[config.mk]
export PLATFORM = sky130hd
export DESIGN_NAME = masked_and_sched
export DESIGN_NICKNAME = d
export VERILOG_FILES = /design/src/rtl/masked_and_sched_pkg.sv /design/src/rtl/masked_and_sched_rr_arbiter.sv /design/src/rtl/masked_and_sched.sv
export SDC_FILE = /design/constraint.sdc
export NUM_CORES = 1
export LEC_CHECK = 0
export ABC_CLOCK_PERIOD_IN_PS = 3300
export CORE_ASPECT_RATIO = 0.6
export CORE_UTILIZATION = 48
export DETAILED_ROUTE_END_ITERATION = 16
export PLACE_DENSITY = 0.92
export SLEW_MARGIN = 20
export SYNTH_ARGS = -nofsm -noshare
export SYNTH_HDL_FRONTEND = slang
export SYNTH_SLANG_ARGS = --single-unit
[constraint.sdc]
create_clock -name clk -period 3.3 [get_ports clk]
set_clock_uncertainty 0.2 [all_clocks]
set_input_delay 0.66 -clock clk [delete_from_list [all_inputs] [get_ports clk]]
set_output_delay 0.66 -clock clk [all_outputs]
set_load 0.01 [all_outputs]
[src/rtl/masked_and_sched_pkg.sv]
// Shared types and constants for the masked AND gadget scheduler.
package masked_and_sched_pkg;

  localparam int unsigned D       = 2;
  localparam int unsigned RAND_W  = D * (D - 1) / 2;
  localparam int unsigned LAT     = 3;
  localparam int unsigned MAX_REQ = 8;

  typedef enum logic [2:0] {
    SYNC  = 3'd0,
    IDLE  = 3'd1,
    RAND  = 3'd2,
    RUN   = 3'd3,
    CHECK = 3'd4,
    RESP  = 3'd5
  } state_e;

  // Extract requester idx's shares from a flat [i*D +: D] packed bus.
  function automatic logic [D-1:0] get_share(input logic [MAX_REQ*D-1:0] flat,
                                             input logic [2:0]           idx);
    return flat[32'(idx) * D +: D];
  endfunction

endpackage

[src/rtl/masked_and_sched_rr_arbiter.sv]
// Round-robin arbiter: combinational grant from the pointer, pointer advances past the winner on accept.
module rr_arbiter #(
  parameter int unsigned N_REQ = 4,
  localparam int unsigned IDX_W = (N_REQ > 1) ? $clog2(N_REQ) : 1
) (
  input  logic               clk,
  input  logic               rst,
  input  logic [N_REQ-1:0]   req,
  input  logic               accept,
  output logic [N_REQ-1:0]   gnt_oh_c,
  output logic [IDX_W-1:0]   gnt_idx_c,
  output logic               gnt_any_c
);

  logic [IDX_W-1:0] ptr_q, ptr_d;
  logic [IDX_W:0]   cand;

  // Scan requesters starting at the pointer, wrapping modulo N_REQ.
  always_comb begin
    gnt_any_c = 1'b0;
    gnt_idx_c = '0;
    gnt_oh_c  = '0;
    cand      = '0;
    for (int unsigned k = 0; k < N_REQ; k++) begin
      cand = {1'b0, ptr_q} + (IDX_W+1)'(k);
      if (cand >= (IDX_W+1)'(N_REQ)) cand = cand - (IDX_W+1)'(N_REQ);
      if (!gnt_any_c && req[cand[IDX_W-1:0]]) begin
        gnt_any_c = 1'b1;
        gnt_idx_c = cand[IDX_W-1:0];
      end
    end
    if (gnt_any_c) gnt_oh_c[gnt_idx_c] = 1'b1;

    ptr_d = ptr_q;
    if (accept && gnt_any_c) begin
      ptr_d = (gnt_idx_c == IDX_W'(N_REQ - 1)) ? '0 : gnt_idx_c + IDX_W'(1);
    end
  end

  always_ff @(posedge clk) begin
    if (rst) ptr_q <= '0;
    else     ptr_q <= ptr_d;
  end

endmodule

[src/rtl/masked_and_sched.sv]
// Shares one 2-share masked AND gadget among N_REQ requesters; keeps the gadget's
// internal step counter aligned after reset or after a missing done.
module masked_and_sched
  import masked_and_sched_pkg::*;
#(
  parameter int unsigned N_REQ = 4
) (
  input  logic                clk,
  input  logic                rst,
  input  logic [N_REQ-1:0]    req_valid,
  output logic [N_REQ-1:0]    req_ready,
  input  logic [N_REQ*D-1:0]  req_a,
  input  logic [N_REQ*D-1:0]  req_b,
  output logic [N_REQ-1:0]    rsp_valid,
  output logic [D-1:0]        rsp_out,
  output logic                rsp_err,
  input  logic                rand_valid,
  input  logic [RAND_W-1:0]   rand_in,
  output logic                rand_ready,
  output logic [D-1:0]        and_ina,
  output logic [D-1:0]        and_inb,
  output logic [RAND_W-1:0]   and_rin,
  output logic                and_enable,
  input  logic                and_done,
  input  logic [D-1:0]        and_out,
  output logic                busy
);

  localparam int unsigned IDX_W = (N_REQ > 1) ? $clog2(N_REQ) : 1;
  localparam int unsigned CNT_W = $clog2(LAT + 1);

  state_e             state_q, state_d;
  logic [CNT_W-1:0]   cnt_q, cnt_d;
  logic               seen_q, seen_d;
  logic [IDX_W-1:0]   id_q, id_d;
  logic [D-1:0]       a_q, a_d, b_q, b_d;
  logic [RAND_W-1:0]  r_q, r_d;
  logic [D-1:0]       res_q, res_d;
  logic               err_q, err_d;
  logic [N_REQ-1:0]   req_ready_q, req_ready_d;
  logic [N_REQ-1:0]   rsp_valid_q, rsp_valid_d;

  logic               sync_en_c;
  logic               accept_c;
  logic [N_REQ-1:0]   gnt_oh_c;
  logic [IDX_W-1:0]   gnt_idx_c;
  logic               gnt_any_c;

  rr_arbiter #(.N_REQ(N_REQ)) u_arb (
    .clk       (clk),
    .rst       (rst),
    .req       (req_valid),
    .accept    (accept_c),
    .gnt_oh_c  (gnt_oh_c),
    .gnt_idx_c (gnt_idx_c),
    .gnt_any_c (gnt_any_c)
  );

  always_comb begin
    state_d     = state_q;
    cnt_d       = cnt_q;
    seen_d      = seen_q;
    id_d        = id_q;
    a_d         = a_q;
    b_d         = b_q;
    r_d         = r_q;
    res_d       = '0;
    err_d       = 1'b0;
    req_ready_d = '0;
    rsp_valid_d = '0;
    sync_en_c   = 1'b0;
    accept_c    = 1'b0;
    rand_ready  = 1'b0;

    case (state_q)
      // Clock the gadget until a done seen after the first cycle; the first-cycle done may be stale.
      SYNC: begin
        sync_en_c = !(and_done && seen_q);
        seen_d    = 1'b1;
        cnt_d     = cnt_q + CNT_W'(1);
        if ((and_done && seen_q) || (cnt_q == CNT_W'(LAT))) begin
          state_d = IDLE;
          cnt_d   = '0;
          seen_d  = 1'b0;
        end
      end
      IDLE: begin
        if (gnt_any_c) begin
          accept_c    = 1'b1;
          req_ready_d = gnt_oh_c;
          id_d        = gnt_idx_c;
          a_d         = get_share((MAX_REQ*D)'(req_a), 3'(gnt_idx_c));
          b_d         = get_share((MAX_REQ*D)'(req_b), 3'(gnt_idx_c));
          state_d     = RAND;
        end
      end
      RAND: begin
        rand_ready = rand_valid;
        if (rand_valid) begin
          r_d     = rand_in;
          cnt_d   = '0;
          state_d = RUN;
        end
      end
      RUN: begin
        cnt_d = cnt_q + CNT_W'(1);
        if (cnt_q == CNT_W'(LAT - 1)) begin
          cnt_d   = '0;
          state_d = CHECK;
        end
      end
      // Gadget output is valid only during this cycle.
      CHECK: begin
        rsp_valid_d = N_REQ'(1) << id_q;
        if (and_done) res_d = and_out;
        else          err_d = 1'b1;
        state_d = RESP;
      end
      RESP: begin
        if (err_q) begin
          a_d     = '0;
          b_d     = '0;
          r_d     = '0;
          state_d = SYNC;
        end else begin
          state_d = IDLE;
        end
      end
      default: state_d = SYNC;
    endcase
  end

  always_ff @(posedge clk) begin
    if (rst) begin
      state_q     <= SYNC;
      cnt_q       <= '0;
      seen_q      <= 1'b0;
      id_q        <= '0;
      a_q         <= '0;
      b_q         <= '0;
      r_q         <= '0;
      res_q       <= '0;
      err_q       <= 1'b0;
      req_ready_q <= '0;
      rsp_valid_q <= '0;
    end else begin
      state_q     <= state_d;
      cnt_q       <= cnt_d;
      seen_q      <= seen_d;
      id_q        <= id_d;
      a_q         <= a_d;
      b_q         <= b_d;
      r_q         <= r_d;
      res_q       <= res_d;
      err_q       <= err_d;
      req_ready_q <= req_ready_d;
      rsp_valid_q <= rsp_valid_d;
    end
  end

  assign req_ready  = req_ready_q;
  assign rsp_valid  = rsp_valid_q;
  assign rsp_out    = res_q;
  assign rsp_err    = err_q;
  assign and_ina    = a_q;
  assign and_inb    = b_q;
  assign and_rin    = r_q;
  assign and_enable = sync_en_c | (state_q == RUN);
  assign busy       = (state_q != IDLE);

endmodule

==> Word level (Yosys, flattened, before mapping) <==
Index checks and enable logic that the tools add are counted.
{ "word_totals": {"wordCells": 123, "regBits": 26, "out_inout_bits": 19, "inputBits": 27} }
{ "op_classes": {"n_addsub": 9, "n_shift": 3, "n_reduce_logical": 23, "magnitude_cmp": 10, "bitwise": 5, "n_mux": 47, "n_eq_ne": 14} }
{ "ops": {"columns": ["operator", "n"], "rows": [
  ["$shiftx 16x4->2", 2],
  ["$mux 2", 15],
  ["$mux 1", 18],
  ["$pmux 3 s6", 1],
  ["$lt 2x3->1 const B", 5],
  ["$mux 3", 4],
  ["$ne 2x2->1 const B", 5],
  ["$ge 3x3->1 const B", 3],
  ["$bmux 1 s2", 4],
  ["$pmux 2 s2", 2],
  ["$sub 2x1->2 const B", 4],
  ["$add 2x2->3 const B", 2],
  ["$eq 2x2->1 const B", 3],
  ["$eq 3x2->1 const B", 2],
  ["$eq 3x3->1 const B", 2],
  ["$logic_and 1x1->1", 6],
  ["$pmux 2 s3", 1],
  ["$reduce_and 3->1", 2],
  ["$reduce_or 3->1", 2],
  ["$add 2x1->2 const B", 2],
  ["$logic_not 1->1", 4],
  ["$not 1->1", 4],
  ["$reduce_and 2->1", 2],
  ["$reduce_and 4->1", 1],
  ["other kinds (14)", 15]
]} }

==> Depth between registers and ports, before layout <==
{ "depth": {"ltp_word": 18, "ltp_mapped": 9} }

==> Cells and area by module <==
From an unflattened synthesis, not the netlist that was laid out.
{ "hier_totals": {"hier_cells": 139, "area_unflattened_um2": 1378.8} }
{ "modules_own_cells": {"columns": ["mod", "seq_area_each_um2", "area_per_inst_um2", "cells_each", "n_inst"], "rows": [
  ["masked_and_sched", 480.5, 1117.3, 108, 1],
  ["rr_arbiter", 40.0, 261.5, 31, 1]
]} }

==> Worst setup path before layout <==
OpenSTA, ideal clock, no wires.
{ "synth_timing": {"kind": "input to register", "from": "input port req_valid[2]", "to": "register u_arb.ptr_q[1]", "path_buffers": 2, "required_ns": 2.968, "stages": 9, "arrival_ns": 2.139, "path_slack_ns": 0.829, "path_cell_list": "nor2b_1 or4b_4 buf_6 and2_4 buf_6 inv_1 ha_1 nand2_1 a21oi_1"} }
{ "synth_via": {"word_cells_on_any_way": 28, "classes_between": "1 x add/sub; 1 x eq/ne; 19 x mux; 7 x reduce/logical"} }
{ "synth_lines": {"columns": ["item", "line", "source"], "rows": [
  ["start, declared", "masked_and_sched.sv:10", "input logic [N_REQ-1:0] req_valid,"],
  ["$bmux 1 s2", "masked_and_sched_rr_arbiter.sv:27", "if (!gnt_any_c && req[cand[IDX_W-1:0]]) begin"],
  ["$mux 1 (not written as such)", "masked_and_sched_rr_arbiter.sv:27", null],
  ["$mux 1", "masked_and_sched_rr_arbiter.sv:27", null],
  ["$logic_not 1->1", "masked_and_sched_rr_arbiter.sv:27", null],
  ["$logic_and 1x1->1", "masked_and_sched_rr_arbiter.sv:27", null],
  ["$mux 1", "masked_and_sched_rr_arbiter.sv:27", null],
  ["$logic_not 1->1", "masked_and_sched_rr_arbiter.sv:27", null],
  ["$logic_and 1x1->1", "masked_and_sched_rr_arbiter.sv:27", null],
  ["$mux 1", "masked_and_sched_rr_arbiter.sv:27", null],
  ["$logic_not 1->1", "masked_and_sched_rr_arbiter.sv:27", null],
  ["$logic_and 1x1->1", "masked_and_sched_rr_arbiter.sv:27", null],
  ["$mux 2 *", "masked_and_sched_rr_arbiter.sv:27", null],
  ["named net gnt_idx_c[0]", "masked_and_sched.sv:46", "logic [IDX_W-1:0] gnt_idx_c;"],
  ["$add 2x1->2 or $eq 2x2->1 (tied branches)", "masked_and_sched_rr_arbiter.sv:36", "ptr_d = (gnt_idx_c == IDX_W'(N_REQ - 1)) ? '0 : gnt_idx_c + IDX_W'(1);"],
  ["$mux 2 *", "masked_and_sched_rr_arbiter.sv:36", null],
  ["end signal, assigned", "masked_and_sched_rr_arbiter.sv:42", "else ptr_q <= ptr_d;"],
  ["end, declared", "masked_and_sched_rr_arbiter.sv:15", "logic [IDX_W-1:0] ptr_q, ptr_d;"]
]} }
Mark *: on every way through the listed nets, which the timed path passes. The rest lies on a longest branch. The select of a mux whose other input is x is not followed.
A chain may end at the register's enable or synchronous reset.

==> Worst setup path after layout <==
{ "layout_timing": {"from": "input port and_done", "to": "output port and_enable"} }
{ "layout_via": {"elab_chain_len": 4} }
{ "layout_lines": {"columns": ["item", "line", "source"], "rows": [
  ["start, declared", "masked_and_sched.sv:24", "input logic and_done,"],
  ["$logic_and 1x1->1", "masked_and_sched.sv:78", "sync_en_c = !(and_done && seen_q);"],
  ["$logic_not 1->1", "masked_and_sched.sv:78", null],
  ["$mux 1", "masked_and_sched.sv:75", "case (state_q)"],
  ["$or 1x1->1", "masked_and_sched.sv:168", "assign and_enable = sync_en_c | (state_q == RUN);"],
  ["end, declared", "masked_and_sched.sv:23", "output logic and_enable,"]
]} }
Every way passes these cells.

==> out/qor.log <==
qor: clocking.max_clock_buf_depth 2
qor: drt.wire_per_inst 14.5 um
qor: worst_setup_path.worst-r2r-setup-slack 0.96 ns
qor: clocking.clock_slew_at_reported_path_ffs 0.09 ns
qor: yosys.synth_area_per_inst 8.74 um^2
qor: worst_setup_path.setup.worst_path.end_class primary output
qor: pwr.cellInternalPower 0.000771 W
qor: sta.hold_violations 0
qor: clocking.cts-resized-gates 0
qor: floorplan.die_h 42.9 um
qor: global_route.globalRouteTotalUtil 22.1%
qor: worst_setup_path.worst-endpoint-arrival 2.16 ns
qor: clocking.insertion_delay 0.27 ns
qor: sta.slew_violations 0
qor: drt.via_cell_ratio 5.61
qor: yosys.post_synth_main_area_contributors sky130_fd_sc_hd__dfxtp_1, sky130_fd_sc_hd__ha_1, sky130_fd_sc_hd__nor2_1, sky130_fd_sc_hd__a211oi_1, sky130_fd_sc_hd__nand2_1
qor: placement.gp_congestion 0.786
qor: global_route.grt_first_pass_wirelength 5190 um
qor: pwr.ir_worst_vdd 0.327 mV
qor: drt.routed_wl 3320 um
qor: drt.drcViolationCount 0
qor: floorplan.top_level_ports 46
qor: placement.numPortBuffers 45
qor: clocking.cts-root-buf sky130_fd_sc_hd__clkbuf_8
qor: sta.timing.final.crit_period 3.02 ns
qor: pwr.power_density 639 nW/um^2
qor: yosys.netlist-cell-type-count 40
qor: floorplan.die_x 70.2 um
qor: clocking.cts_max_level 1
qor: sta.final.period_utilization 91.6%
qor: yosys.synth-seq-cells 26
qor: worst_setup_path.critical_path.max_fanout 6
qor: global_route.grt_pass1_vias 1,128
qor: sta.tightestPinTransition 0.627 ns
qor: drt.initialDrtViolationCount 108
qor: floorplan.design.core.area 2570 um^2
qor: placement.dp_hpwl 2560 um
qor: floorplan.core.rowCount 14
qor: clocking.clock_tree_from_tritoncts done
qor: pwr.clock_power_share 22.0%
qor: run.drv.max_cap_violation_count 0
qor: sta.clock.fmax 331 MHz
qor: global_route.antenna_found_initial 0
qor: run_status.outcome completed
qor: final_layout.mostFrequentLayoutCell sky130_fd_sc_hd__clkdlybuf4s50_1
qor: yosys.sequential_cell_area_fraction_in_the_yosys_report 38.9%
qor: worst_setup_path.timing.critical_path.from_type input pin
qor: worst_setup_path.critPathRequiredTime 2.44 ns
qor: worst_hold_path.min-delay-path-class register to register
qor: pwr.static-leakage-power 0.762 nW
qor: floorplan.dieArea 3010 um^2
qor: yosys.synth_top_area_cell sky130_fd_sc_hd__dfxtp_1
qor: sta.slew-limit-headroom 57.9%
qor: pwr.seq_power_share 37.1%
qor: final_layout.stdcell_area 1860 um^2
qor: final_layout.final_layout_size_suffix_gt1_share 6.12%
qor: drt.route.antenna.remaining_nets 0
qor: yosys.synth_top_cell_area_share 38.9%
qor: final_layout.area_growth 39.3%
qor: final_layout.final_cell_mix sky130_fd_sc_hd__clkdlybuf4s50_1, sky130_fd_sc_hd__dfxtp_1, sky130_fd_sc_hd__nor2_1
qor: yosys.syn_inst 153
qor: clocking.cts.sinks 26
qor: pwr.switching_share 35.2%
qor: placement.placement.cell_area 1790 um^2
qor: global_route.gr-total-overflow 0
qor: drt.routed-via-count 1,280
qor: sta.fin_tns_setup 0 ns
qor: clocking.cts_post_setup_buffers_inserted 0
qor: global_route.largest_net_degree_at_the_start_of_global_routing 17
qor: worst_setup_path.timing_worst_setup_path_type input pin to primary output
qor: floorplan.floorplan.initialDensity 51.9%
qor: sta.setup-violations-final 0
qor: yosys.mapped_nets 188
qor: clocking.cts_buffers 3
qor: yosys.synthesis.yosys.warnings 0
qor: pwr.netSwitchingPower 0.000419 W
qor: final_layout.n_antenna_cell 0
qor: pwr.power.combinational.fraction 40.8%
qor: final_layout.final_net_count 232
qor: drt.drtPass1Iterations 4
qor: yosys.post_synth_instance_area 1340 um^2
qor: clocking.ctsHoldBuffers 0
qor: sta.grt_setup_unrepaired false
[registers in the layout (all words and copies together) (netlist names)]
name         cells
and_ina          2
rsp_err          1
seen_q           1
rsp_out          2
cnt_q            2
state_q          3
u_arb.ptr_q      2
and_inb          2
rsp_valid        4
and_rin          1
id_q             2
req_ready        4
[logic make-up after synthesis]
logic type / Yosys count / share of synthesized area [%]
flops: 26 / 38.9
simple gates: 65 / 25.3
fa+ha+maj: 8 / 7.48
mux: 2 / 2.43
compound gates: 36 / 20.1
buf+inv: 16 / 5.80
[cells in the mapped netlist (all sizes together)]
cell / number
nand3b: 1
clkbuf: 3
a21oi: 6
or3: 1
or2: 1
nor4: 1
a21o: 1
mux2i: 1
o211ai: 4
or4: 2
nand2: 13
and3: 3
a211oi: 8
a22oi: 2
a21boi: 4
a311oi: 2
and2: 5
buf: 4
mux4: 1
ha: 8
a31oi: 1
or4b: 1
o21ai: 1
inv: 9
a221o: 1
and3b: 1
nor2: 17
a32o: 2
and2b: 1
a211o: 1
nor3b: 1
nor3: 3
o311a: 1
nand3: 7
o31ai: 2
nor2b: 6
dfxtp: 26
nand2b: 1
[metrics by stage]
stage	setup WS, ns	instances	utilization, %	hold slack (ns)	total power (W)
final	0.276	228	72.4	0.269	0.00119
after global routing	0.205	228	72.4	0.288	0.00125
after CTS	0.271	228	72.4	0.271	0.00118
after detailed placement	0.297	224	69.6	0.254	0.000920
after global placement	0.367	224	69.6	0.243	0.000883
after floorplan	0.829	153	-	0.229	0.000751
[final cells by class]
class                      instances  area [um^2]
multi-input combinational        111          739
inverter                           9         33.8
clock buffer                       3         41.3
fill                             183          712
tap                               32         40.0
sequential                        26          520
timing repair buffer              46          458
clock inverter                     1         30.0
[power groups by stage]
stage,sequential [W],clock (W),combinational (W)
2_1_floorplan,0.000419,0,0.000332
3_3_place_gp,0.000440,0,0.000443
3_5_place_dp,0.000447,0,0.000473
4_1_cts,0.000440,0.000263,0.000482
5_1_grt,0.000449,0.000278,0.000527
6_report,0.000442,0.000262,0.000486
[critical path: stages]
cell and delay (ns):
sky130_fd_sc_hd__clkdlybuf4s50_1 0.50, sky130_fd_sc_hd__a211oi_1 0.26, sky130_fd_sc_hd__a21oi_1 0.06, sky130_fd_sc_hd__nor2_1 0.12
sky130_fd_sc_hd__clkdlybuf4s50_1 0.56
[final timing paths]
path | from | to | cells past startpoint
worst min register to register | and_ina[1] | and_ina[1] | 2
worst min-delay path | and_ina[1] | and_ina[1] | 2
worst max register to register | state_q[0] | and_inb[0] | 6
worst max-delay path | and_done | and_enable | 5
[layer usage]
layer / track usage, % / routed length, um
met1: 28.8 / 1490
met2: 36.7 / 1550
met3: 4.51 / 203
met4: 8.00 / 69
met5: 0 / 0
Note: power is estimated with default switching activity, not from simulation.
